**src/rtl/store_buffer_pkg.sv**
```systemverilog
// Shared store-path definitions: bus widths, store funct3 codes and fence sequencer states.
package store_buffer_pkg;

  localparam int unsigned DATA_BUS_BITS = 32;
  localparam int unsigned BE_BITS       = 4;

  localparam logic [2:0] F3_SB = 3'b000;
  localparam logic [2:0] F3_SH = 3'b001;
  localparam logic [2:0] F3_SW = 3'b010;

  typedef enum logic [1:0] {
    SBF_IDLE  = 2'd0,
    SBF_DRAIN = 2'd1,
    SBF_DONE  = 2'd2
  } sbf_state_e;

endpackage

```
**src/rtl/store_lane_fmt.sv**
```systemverilog
// Combinational store formatter: lane-replicated write data, byte enables and misalignment flag.
module store_lane_fmt
  import store_buffer_pkg::*;
#(
  parameter int unsigned DW = DATA_BUS_BITS
) (
  input  logic [1:0]         addr,
  input  logic [2:0]         funct3,
  input  logic [DW-1:0]      data,
  output logic [DW-1:0]      wdata,
  output logic [BE_BITS-1:0] be,
  output logic               err
);

  always_comb begin
    wdata = '0;
    be    = '0;
    err   = 1'b0;
    case (funct3)
      F3_SB: begin
        be    = BE_BITS'(1) << addr;
        wdata = {(DW/8){data[7:0]}};
      end
      F3_SH: begin
        be    = addr[1] ? 4'b1100 : 4'b0011;
        wdata = {(DW/16){data[15:0]}};
        err   = addr[0];
      end
      F3_SW: begin
        be    = '1;
        wdata = data;
        err   = (addr != 2'b00);
      end
      default: err = 1'b1;
    endcase
  end

endmodule

```
**src/rtl/store_buffer.sv**
```systemverilog
// Posted-write store buffer: formats stores, drains them in order to memory,
// flags load hazards against pending words and sequences fence drains.
module store_buffer
  import store_buffer_pkg::*;
#(
  parameter int unsigned DEPTH = 4,
  parameter int unsigned AW    = 32,
  parameter int unsigned DW    = DATA_BUS_BITS
) (
  input  logic                     clk,
  input  logic                     rst,
  input  logic                     st_valid,
  output logic                     st_ready,
  input  logic [AW-1:0]            st_addr,
  input  logic [DW-1:0]            st_data,
  input  logic [2:0]               st_funct3,
  output logic                     misalign_err,
  output logic                     mem_valid,
  input  logic                     mem_ready,
  output logic [AW-1:0]            mem_addr,
  output logic [DW-1:0]            mem_wdata,
  output logic [BE_BITS-1:0]       mem_be,
  input  logic [AW-1:0]            ld_addr,
  output logic                     ld_hazard,
  input  logic                     fence,
  output logic                     fence_done,
  output logic [$clog2(DEPTH):0]   count
);

  localparam int unsigned PW  = $clog2(DEPTH);
  localparam int unsigned CW  = PW + 1;
  localparam int unsigned WAW = AW - 2;

  typedef struct packed {
    logic [WAW-1:0]     waddr;
    logic [DW-1:0]      wdata;
    logic [BE_BITS-1:0] be;
  } sb_entry_t;

  sb_entry_t        ent_q [DEPTH];
  logic [DEPTH-1:0] vld_q;
  logic [PW-1:0]    wptr_q, rptr_q;
  logic [CW-1:0]    cnt_q;
  logic             err_q;
  sbf_state_e       state_q, state_d;

  logic [DW-1:0]      fmt_wdata;
  logic [BE_BITS-1:0] fmt_be;
  logic               fmt_err;
  logic               full, accept, push, pop, idle_c, done_c;
  logic               unused_ld_lo;

  store_lane_fmt #(.DW(DW)) u_fmt (
    .addr   (st_addr[1:0]),
    .funct3 (st_funct3),
    .data   (st_data),
    .wdata  (fmt_wdata),
    .be     (fmt_be),
    .err    (fmt_err)
  );

  // Fence sequencer next state and state-decoded outputs.
  always_comb begin
    state_d = state_q;
    idle_c  = 1'b0;
    done_c  = 1'b0;
    case (state_q)
      SBF_IDLE: begin
        idle_c = 1'b1;
        if (fence) state_d = SBF_DRAIN;
      end
      SBF_DRAIN: if (cnt_q == '0) state_d = SBF_DONE;
      SBF_DONE: begin
        done_c  = 1'b1;
        state_d = SBF_IDLE;
      end
      default: state_d = SBF_IDLE;
    endcase
  end

  always_ff @(posedge clk or posedge rst) begin
    if (rst) state_q <= SBF_IDLE;
    else     state_q <= state_d;
  end

  // No bypass: a full buffer refuses stores even while the head drains.
  assign full     = (cnt_q == CW'(DEPTH));
  assign st_ready = !rst && !full && idle_c;
  assign accept   = st_valid && st_ready;
  assign push     = accept && !fmt_err;
  assign pop      = mem_valid && mem_ready;

  always_ff @(posedge clk or posedge rst) begin
    if (rst) begin
      wptr_q <= '0;
      rptr_q <= '0;
      cnt_q  <= '0;
      vld_q  <= '0;
      err_q  <= 1'b0;
      for (int i = 0; i < DEPTH; i++) ent_q[i] <= '0;
    end else begin
      err_q <= accept && fmt_err;
      if (push) begin
        ent_q[wptr_q] <= '{waddr: st_addr[AW-1:2], wdata: fmt_wdata, be: fmt_be};
        vld_q[wptr_q] <= 1'b1;
        wptr_q        <= wptr_q + PW'(1);
      end
      if (pop) begin
        vld_q[rptr_q] <= 1'b0;
        rptr_q        <= rptr_q + PW'(1);
      end
      cnt_q <= cnt_q + CW'(push) - CW'(pop);
    end
  end

  // Word-granular hazard; the head still counts while it is being dequeued.
  always_comb begin
    ld_hazard = 1'b0;
    for (int i = 0; i < DEPTH; i++) begin
      if (vld_q[i] && (ent_q[i].waddr == ld_addr[AW-1:2])) ld_hazard = 1'b1;
    end
  end

  assign unused_ld_lo = ^ld_addr[1:0];

  assign mem_valid    = (cnt_q != '0);
  assign mem_addr     = {ent_q[rptr_q].waddr, 2'b00};
  assign mem_wdata    = ent_q[rptr_q].wdata;
  assign mem_be       = ent_q[rptr_q].be;
  assign misalign_err = err_q;
  assign fence_done   = done_c;
  assign count        = cnt_q;

endmodule
```
**config.mk**
```make
export PLATFORM = sky130hd
export DESIGN_NAME = store_buffer
export DESIGN_NICKNAME = d
export VERILOG_FILES = /design/src/rtl/store_buffer_pkg.sv /design/src/rtl/store_lane_fmt.sv /design/src/rtl/store_buffer.sv
export SDC_FILE = /design/constraint.sdc
export NUM_CORES = 1
export LEC_CHECK = 0
export BUFFER_PORTS_ARGS = -buffer_cell sky130_fd_sc_hd__buf_4
export CAP_MARGIN = 0
export CORE_ASPECT_RATIO = 2
export CORE_MARGIN = 4
export CORE_UTILIZATION = 30
export DETAILED_ROUTE_END_ITERATION = 8
export SYNTH_ARGS = -nofsm -noshare
export SYNTH_HDL_FRONTEND = slang
export SYNTH_SLANG_ARGS = --single-unit
```
**constraint.sdc**
```tcl
create_clock -name clk -period 31.5 [get_ports clk]
set_input_delay 7.875 -clock clk [delete_from_list [all_inputs] [get_ports clk]]
set_output_delay 7.875 -clock clk [all_outputs]
set_load 0.05 [all_outputs]
```
==> metrics <==
wire per inst=23.1 um; leakage=7.91 nW; VDD IR-drop max=0.0433 mV; outcome=complete, no violations; first-pass GRT wire length=62300 um; Routed Antenna Nets=0; Routability Congestion=0.836; core footprint=45800 um^2; Psw=0.462 mW; worst slew pin tran=0.994 ns; vias in the first global route=9800; yosys warns=0; WP data required=23.63 ns; clk_lat worst skew=0.56 ns; Synth cell types=35; area of the multi-input gates=6550 um^2; Fin Clk Skew=0.00928 ns; Synth Flop Type=dfrtp_1; largest net degree at the start of global routing=134; CTS sink count=278; 1st-pass router iterations=4; number of synthesized flops with an enable pin=0; synth cell count leaders=dfrtp_1 (278), mux2_1 (180), xnor2_1 (80); f_max=56.8 MHz; top cells by area, synth=dfrtp_1 (50%), mux2_1 (15%), mux4_2 (11%); crit start category=input pin; most frequent CP cell=nand4_1; # setup viols final=0; DRC=0; Seq pwr share=0.389; DP HPWL=29800 um; Detailed Route Iter0 Violations=337; Vias/cell=4.99; WS Path Type=in2out; I/O Buffers=175; clock tree buffer depth=3; sequential area share after synthesis=0.501; Tot GR Track Use=0.163; Post-CTS Hold Fix Bufs=0; Async SR Flop Fraction=1.00; hold violation count in the final report=0; total of max-cap violations=0; cell breakdown of the critical path=buf_4, xnor2_1, nand4_1, nor4_1, nand4_1, nand4_1, buf_4; die area=50000 um^2; slew margin rel.=0.337; Final nets=1313; Root Buffer=clkbuf_16; nature of the critical path endpoint=output pin; post-CTS setup buffers=0; setup TNS=0 ns; logic gate share of total power=0.329; die width=160 um; share of the synthesized area in the top cell type=0.501; final cycle utilization of the critical path=0.559; Clock power frac=0.282; post-synthesis instance area=13900 um^2; initial antenna violation count=6; synthesized instance count=1063; post-cts resize count=0; sequential cell area=6960 um^2; slowest stage delay, CP=0.58 ns; Syn Area/Cell=13.1 um^2; initial core utilization=0.303; worst hold path class=reg2reg; CP Data Arrival Time=9.73 ns; area grow syn2layout=19.9%; fillers=4502; RSZ-0062 raised after global routing=no; area leader, netlist=dfrtp_1; H-tree depth=1; Yosys reg bits=278; row count=111; IO Pins=180; Final Critical Period=17.61 ns; count of pins over their slew limit=0; PnR worst setup slack=13.89 ns; Vias=8930; share of cells above drive strength 1=0.281; die height=312 um; most frequent cell after synthesis=dfrtp_1; pre-CTS worst setup slack=13.86 ns; CP Max Fanout=4; Net Sw Frac=0.361; CTS tree=built; slowest CP cell=nor4_1; Num CTS Buffers=28; Pint=0.818 mW; P per Cell Area=76.8 nW/um^2; clock-pin slew on the worst setup and hold paths=0.06 ns; GRT overflow=0; total routed wirelength=41300 um
## power groups by stage
stage	Combinational, mW	Sequential, mW	Clock (mW)
6_report	0.422	0.498	0.361
4_1_cts	0.433	0.499	0.373
5_1_grt	0.450	0.509	0.385
3_3_place_gp	0.427	0.501	0
3_5_place_dp	0.431	0.506	0
2_1_floorplan	0.309	0.481	0
## kinds of logic (layout without fill, tap and decap cells)
kind of cell,count (synthesis),count (layout),synth area share
AO/OA/AOI/OAI,108,108,0.0411
adder cells (fa/ha/maj),11,11,0.0104
other,1,6,0.000270
buffers and inverters,91,247,0.0278
multiplexers,274,274,0.275
XOR/XNOR,124,124,0.0782
AND/OR/NAND/NOR,176,176,0.0666
flip-flops,278,278,0.501
## cell type report
type / count / share of cell area
sequential: 278 / 0.418
multi-input combinational: 695 / 0.393
timing repair buffer: 184 / 0.0829
clock buffer: 38 / 0.0492
tap: 565 / 0.0424
clock inverter: 14 / 0.0108
inverter: 11 / 0.00293
antenna: 4 / 0.000601
## critical path, delay by kind of cell
family                    cells  cell delay [ns]
xor gates and xnor gates      1             0.48
and+or+nand+nor               4             1.03
buffers and inverters         2             0.35
## metrics by stage
step	hold slack [ns]	utilization	total power, mW	cells	area [um^2]
final	0.475	0.364	1.28	1789	16700
after global routing	0.496	0.363	1.34	1787	16700
after CTS	0.479	0.363	1.30	1785	16700
after detailed placement	0.465	0.342	0.937	1733	15700
after global placement	0.456	0.342	0.929	1733	15700
after floorplan	0.441	-	0.790	1064	13900
## sequential cells by signal, indices dropped and copies added, names as in the netlist
| register | cells |
|---|---|
| misalign_err | 1 |
| count | 3 |
| state_q | 2 |
| wptr_q | 2 |
| vld_q | 4 |
| rptr_q | 2 |
| ent_q | 264 |
## per-layer routing
layer | vias up | GRT usage | wire (um)
li1 | 4045 | - | -
met3 | 69 | 0.0249 | 1810
met4 | 6 | 0.0752 | 1910
met1 | 4584 | 0.173 | 14800
met5 | - | 0 | 46
met2 | 226 | 0.312 | 22800
## cell usage in the layout, fill, tap and decap left out, drive strengths merged, types with 2 or more instances in the layout
cell type and n:
a21oi 36, and2 10, buf 184, bufinv 4, clkbuf 38, clkinv 8, conb 2, dfrtp 278
diode 4, ha 10, inv 12, mux2 200, mux2i 8, mux4 66, nand2 67, nand3 4
nand4 25, nor2 21, nor2b 13, nor4 16, o21a 2, o21ai 66, or2 16, xnor2 80
xor2 44
## worst paths after layout
path,start,endpoint,slack [ns],cells after the start
setup / recovery,ld_addr[30],ld_hazard,13.89,7
setup reg to reg,state_q[1],count[2],28.35,11
hold reg to reg,ent_q[17],ent_q[17],0.48,2
max in group asynchronous,rst,rptr_q[0],22.32,3
hold / removal,ent_q[17],ent_q[17],0.48,2
min in group asynchronous,rst,count[2],7.50,2
Power figures use the tool's default switching activity.
